`src/rtl/flag_writer.sv`:
```
// NZCV flag producer: captures execute-stage flags into a one-deep pending register,
// forwards them immediately, and commits them to the architectural flags.
// Optional shadow save/restore is built when FLAG_SHADOW_EN is defined.
module flag_writer #(
    parameter logic [3:0] FLAGS_RESET = 4'b0000
) (
    input  logic       clk,
    input  logic       rst_n,
    input  logic       ex_valid,
    input  logic [3:0] ex_flags,
    input  logic [1:0] ex_flag_w,
    input  logic       ex_cond_ex,
    input  logic       stall,
    input  logic       flush,
    input  logic       save,
    input  logic       restore,
    output logic [3:0] flags,
    output logic [3:0] flags_arch,
    output logic       pend_valid,
    output logic       shadow_valid
);

    // w[1] selects the N,Z pair from upd, w[0] selects the C,V pair.
    function automatic logic [3:0] merge_flags(input logic [3:0] base,
                                               input logic [3:0] upd,
                                               input logic [1:0] w);
        merge_flags = {w[1] ? upd[3:2] : base[3:2],
                       w[0] ? upd[1:0] : base[1:0]};
    endfunction

    logic [3:0] arch_q, arch_d;
    logic [3:0] pend_flags_q, pend_flags_d;
    logic [1:0] pend_w_q, pend_w_d;
    logic       pend_valid_q, pend_valid_d;
    logic       cap;
    logic [3:0] fwd_flags;

    assign cap       = ex_valid & ex_cond_ex & (|ex_flag_w) & ~stall & ~flush;
    assign fwd_flags = pend_valid_q ? merge_flags(arch_q, pend_flags_q, pend_w_q) : arch_q;

    assign flags      = fwd_flags;
    assign flags_arch = arch_q;
    assign pend_valid = pend_valid_q;

`ifdef FLAG_SHADOW_EN
    logic [3:0] shadow_q, shadow_d;
    logic       shadow_valid_q, shadow_valid_d;
    logic       restore_eff;

    assign restore_eff  = restore & shadow_valid_q;
    assign shadow_valid = shadow_valid_q;
`else
    logic unused_shadow_ports;
    assign unused_shadow_ports = save ^ restore;
    assign shadow_valid        = 1'b0;
`endif

    always_comb begin
        arch_d       = arch_q;
        pend_flags_d = pend_flags_q;
        pend_w_d     = pend_w_q;
        pend_valid_d = pend_valid_q;
`ifdef FLAG_SHADOW_EN
        shadow_d       = shadow_q;
        shadow_valid_d = shadow_valid_q;
`endif

        if (pend_valid_q && !stall) begin
            arch_d       = merge_flags(arch_q, pend_flags_q, pend_w_q);
            pend_valid_d = 1'b0;
        end

        if (cap) begin
            pend_flags_d = ex_flags;
            pend_w_d     = ex_flag_w;
            pend_valid_d = 1'b1;
        end

`ifdef FLAG_SHADOW_EN
        // A valid restore overrides commit, capture and save in the same cycle.
        if (restore_eff) begin
            arch_d         = shadow_q;
            pend_flags_d   = pend_flags_q;
            pend_w_d       = pend_w_q;
            pend_valid_d   = 1'b0;
            shadow_valid_d = 1'b0;
        end else if (save) begin
            shadow_d       = fwd_flags;
            shadow_valid_d = 1'b1;
        end
`endif
    end

    always_ff @(posedge clk or negedge rst_n) begin
        if (!rst_n) begin
            arch_q       <= FLAGS_RESET;
            pend_flags_q <= 4'b0000;
            pend_w_q     <= 2'b00;
            pend_valid_q <= 1'b0;
        end else begin
            arch_q       <= arch_d;
            pend_flags_q <= pend_flags_d;
            pend_w_q     <= pend_w_d;
            pend_valid_q <= pend_valid_d;
        end
    end

`ifdef FLAG_SHADOW_EN
    always_ff @(posedge clk or negedge rst_n) begin
        if (!rst_n) begin
            shadow_q       <= FLAGS_RESET;
            shadow_valid_q <= 1'b0;
        end else begin
            shadow_q       <= shadow_d;
            shadow_valid_q <= shadow_valid_d;
        end
    end
`endif

endmodule

```
`config.mk`:
```
export PLATFORM = sky130hd
export DESIGN_NAME = flag_writer
export DESIGN_NICKNAME = d
export VERILOG_FILES = /design/src/rtl/flag_writer.sv
export SDC_FILE = /design/constraint.sdc
export NUM_CORES = 1
export LEC_CHECK = 0
export ABC_AREA = 1
export CAP_MARGIN = 20
export CORE_MARGIN = 5
export CORE_UTILIZATION = 38
export CTS_BUF_LIST = sky130_fd_sc_hd__clkbuf_4
export CTS_CLUSTER_DIAMETER = 120
export CTS_CLUSTER_SIZE = 10
export DETAILED_ROUTE_END_ITERATION = 10
export PLACE_DENSITY = 0.78
export SETUP_SLACK_MARGIN = 0.15
export SLEW_MARGIN = 20
export SYNTH_ARGS = -nofsm -noshare
export SYNTH_HDL_FRONTEND = slang
export SYNTH_SLANG_ARGS = --single-unit
```
`constraint.sdc`:
```
create_clock -name clk -period 0.83 [get_ports clk]
set_input_delay 0.166 -clock clk [delete_from_list [all_inputs] [get_ports clk]]
set_output_delay 0.166 -clock clk [all_outputs]
set_load 0.05 [all_outputs]
```
Word-level counts from Yosys, hierarchy flattened
Cells that the tools add are included.

storage, ports and cells
  register bits = 11
  memories = 0
  word-level logic and storage cells = 19
  memory bits (writable) = 0
  output and inout port bits = 10
  ROM bits = 0
  latch bits = 0
  input port bits = 14

cells by class
  add/subtract/negate cells = 0
  muxes and demuxes = 5
  magnitude comparators = 0
  multipliers = 0
  bitwise operators = 6
  shift operators = 0
  eq/ne operators = 0
  reduce and logical (&&, ||, !) cells = 4
  div/mod/pow operators = 0

operators by type and width
  cell                count
  AND 1 bit           4
  2-to-1 mux 2 bit    2
  2-to-1 mux 4 bit    1
  2-to-1 mux 1 bit    2
  NOT 1 bit           2
  nonzero test 2 bit  1
  OR reduction 2 bit  1
  logical AND 1 bit   1
  zero test 1 bit     1

Logic depth before layout (Yosys ltp)
  word-level depth = 5
  depth in mapped cells = 5
  depth with buffers taken out = 5

Worst setup path before layout
Ideal clock, no wire load.

  path type = register to output
  start = register pend_valid_q (netlist: pend_valid)
  end = output port flags[0]
  cell stages (with the launch flop) = 3
  data arrival time = 1873 ps
  path buffers = 1
  path slack = -1209 ps
  data required time = 664 ps
  cells stage by stage = dfrtp_1 > buf_6 > o21ai_0

on the way
  cells in the longest elaborated chain, start to end = 1

ends and longest elaborated chain
  what                    RTL line  source
  start, declared         34        logic pend_valid_q, pend_valid_d;
  start signal, assigned  104       pend_valid_q <= pend_valid_d;
  2-to-1 mux 4 bit        39        assign fwd_flags = pend_valid_q ? merge_flags(arch_q, pend_flags_q, pend_w_q) : arch_q;
  end, declared           17        output logic [3:0] flags,

No other way between the ends.

Final worst setup path
  start = register pend_w_q[0]
  end = output port flags[0]

on the way
  cells in the longest elaborated chain, start to end = 2

ends and longest elaborated chain
  what                    RTL line  source
  start, declared         33        logic [1:0] pend_w_q, pend_w_d;
  start signal, assigned  103       pend_w_q <= pend_w_d;
  2-to-1 mux 2 bit        --
  2-to-1 mux 4 bit        39

No other way between the ends.

==> run metrics <==
status=complete, but fails checks; failing checks=setup timing; Final setup viols=15; Final #Nets=139; final wirelength=2.10 mm; # diodes=0; Num Clock Sinks=11; WP buf/inv=1; area share of the largest cell type after synthesis=48.2%; Avg WL per Cell=15.0 um; Pleak=0.609 nW; Final Hold Slack=0.233 ns; DP HPWL=1.15 mm; clk_skew=0.000550 ns; routability cong.=0.698; met2 wire len=1.16 mm; setup ws final=-0.558 ns; CP Max Fanout=5; total congestion overflow=0; critical path class=flop to primary output; post-synthesis cell count=70; ys async rst share=100%; largest area contributor in the netlist=dfrtp_1; count leader, synth=nand2_1; Syn Nets=84; Layout Utilization=89.9%; Synth area leaders=dfrtp_1 48%, nand2_1 16%, o21ai_0 11%; Top Layer Used=met4; Post-synth EDFFs=0; count of cell types in the netlist=11; vias in the first global route=772; 1st-pass router iterations=4; Most used DFF post-synth=dfrtp_1; PD cells=3900 nW/um2; cts hold-fix bufs=0; CTS tree=built; R2R Setup Slk=-0.39 ns; # fillers=67; DIE HEIGHT=48.8 um; synthesis-stage register bit count=11; Worst-path clk slew=0.07 ns; Clock Tree Root=clkbuf_4; post-route minimum period=1.39 ns; max-slew violations=0; critical path's largest stage delay=0.48 ns; H-tree depth=1; CTS max path bufs=2; First DRT Iteration DRCs=11; die area=2380 um2; register area share after synthesis=48.2%; DRC violations left=0; ANT nets after route=0; total chip power=5.16 mW; Post-Route Setup TNS=-5.41 ns; Top Ports=24; CP Data Arrival Time=1.22 ns; Max-cap violations=0; worst vdd ir=1830 uV; Crit path required time=0.66 ns; vias after detailed routing=708; initial antenna violation count=0; max frequency=720 MHz; RSZ-0062 raised after global routing=yes; share of layout cells above drive strength 1=66.1%; Tcrit/Tclk final=167%; critical path cell sequence=o21ai_4 -> nand2_2 -> o21ai_4 -> buf_12; cts bufs inserted=3; die width=48.8 um; Worst path top cell family by delay=flip-flops; Core Area=1470 um2; GRT Total Usage=17.3%; first-pass GRT wire length=3.29 mm; Crit. End Element=primary output; Port Buffers=20; R2R depth=7; top post-synthesis cells by count=25 x nand2_1, 13 x o21ai_0, 11 x dfrtp_1; Critical-path top delay cell=dfrtp_2; Worst-Skew Late Latency=0.26 ns; most frequent cell on the critical path=o21ai_4; Starting Density=38.8%; Final Hold Viols=0; Setup WS pre-CTS=-0.429 ns; Critical R2R Capture=flags_arch[2]$_DFFE_PN0P_; synth warn=0; Post-Syn Area=571 um2; routed wl met3=115 um; M1 wire length=760 um; Hold/Removal Path Class=input port to async pin; Layout area overhead=132%; mean post-synth cell area=8.15 um2; drt via density=5.06; largest net degree at the start of global routing=12; Rows=14; RR Startpoint=pend_valid$_DFFE_PN0P_; Startpoint Class=flop
worst max path at each step:
stage,start,to,slack [ns],depth (start not counted)
floorplan,pend_valid$_DFFE_PN0P_,flags[0],-0.34,2
global route,pend_w_q[1]$_DFFE_PN0P_,flags[2],-0.62,4
global placement,stall,pend_w_q[1]$_DFFE_PN0P_,-0.39,5
detailed placement,stall,pend_flags_q[0]$_DFFE_PN0P_,-0.43,5
finish,pend_w_q[0]$_DFFE_PN0P_,flags[0],-0.56,4
CTS,pend_w_q[0]$_DFFE_PN0P_,flags[1],-0.53,5
what timing repair did:
action	4_1_cts	5_1_grt
gates cloned	1	0
setup buffers	10	2
resized for setup	30	20
endpoints found under the setup margin	20	20
pin swaps	14	8
metrics by stage:
step	cell area [um2]	instances
floorplan	637	70
global placement	1080	123
detailed placement	1080	123
CTS	1250	138
global route	1320	140
finish	1320	140
power breakdown:
group | leakage, nW | internal, mW | switching (mW)
logic | 0.459 | 1.95 | 1.87
clock network | 0.0184 | 0.218 | 0.172
registers | 0.132 | 0.739 | 0.205
registers in the layout (all words and copies together) (netlist names):
register      cells
pend_valid        1
pend_w_q          2
pend_flags_q      4
flags_arch        4
logic make-up (layout without fill, tap and decap cells):
logic type	count (synthesis)	in the layout	share of synthesized area (%)
compound gates	13	13	11.4
buf+inv	10	63	8.55
flops	11	11	48.2
other cells	1	1	0.657
simple gates	35	36	31.1
placed cells by master, fill, tap and decap left out:
| master | instances |
|---|---|
| nand2_1 | 15 |
| clkbuf_2 | 1 |
| dfrtp_1 | 4 |
| o21ai_1 | 4 |
| clkdlybuf4s15_1 | 1 |
| dfrtp_2 | 7 |
| nand4_1 | 6 |
| nand2_2 | 11 |
| buf_6 | 13 |
| inv_2 | 5 |
| dlygate4sd2_1 | 4 |
| nand3_4 | 1 |
| inv_1 | 2 |
| inv_8 | 1 |
| buf_4 | 16 |
| buf_12 | 10 |
| clkbuf_4 | 4 |
| conb_1 | 1 |
| buf_8 | 1 |
| clkdlybuf4s50_1 | 5 |
| nor2_4 | 3 |
| o21ai_4 | 7 |
| o21ai_2 | 2 |
worst reg2reg max path, delay by kind of cell, from the launching register on:
kind	cells	cell delay, ns
buffers and inverters	4	0.38
AND/OR/NAND/NOR	2	0.25
flip-flops	1	0.39
AO/OA/AOI/OAI	1	0.11
routing by layer:
metal	global-route usage, %	up-vias
li1	-	339
met1	17.4	331
met2	32.6	30
met3	3.07	8
met4	9.42	0
met5	0	-
layout make-up:
| class | count | area [um2] | area share, % |
|---|---|---|---|
| Sequential cell | 11 | 284 | 21.5 |
| Inverter | 8 | 37.5 | 2.84 |
| Multi-Input combinational cell | 50 | 369 | 27.9 |
| Clock buffer | 4 | 30.0 | 2.27 |
| Timing Repair Buffer | 51 | 582 | 44.0 |
| Tap cell | 16 | 20.0 | 1.51 |
Note: power is estimated with default switching activity, not from simulation.
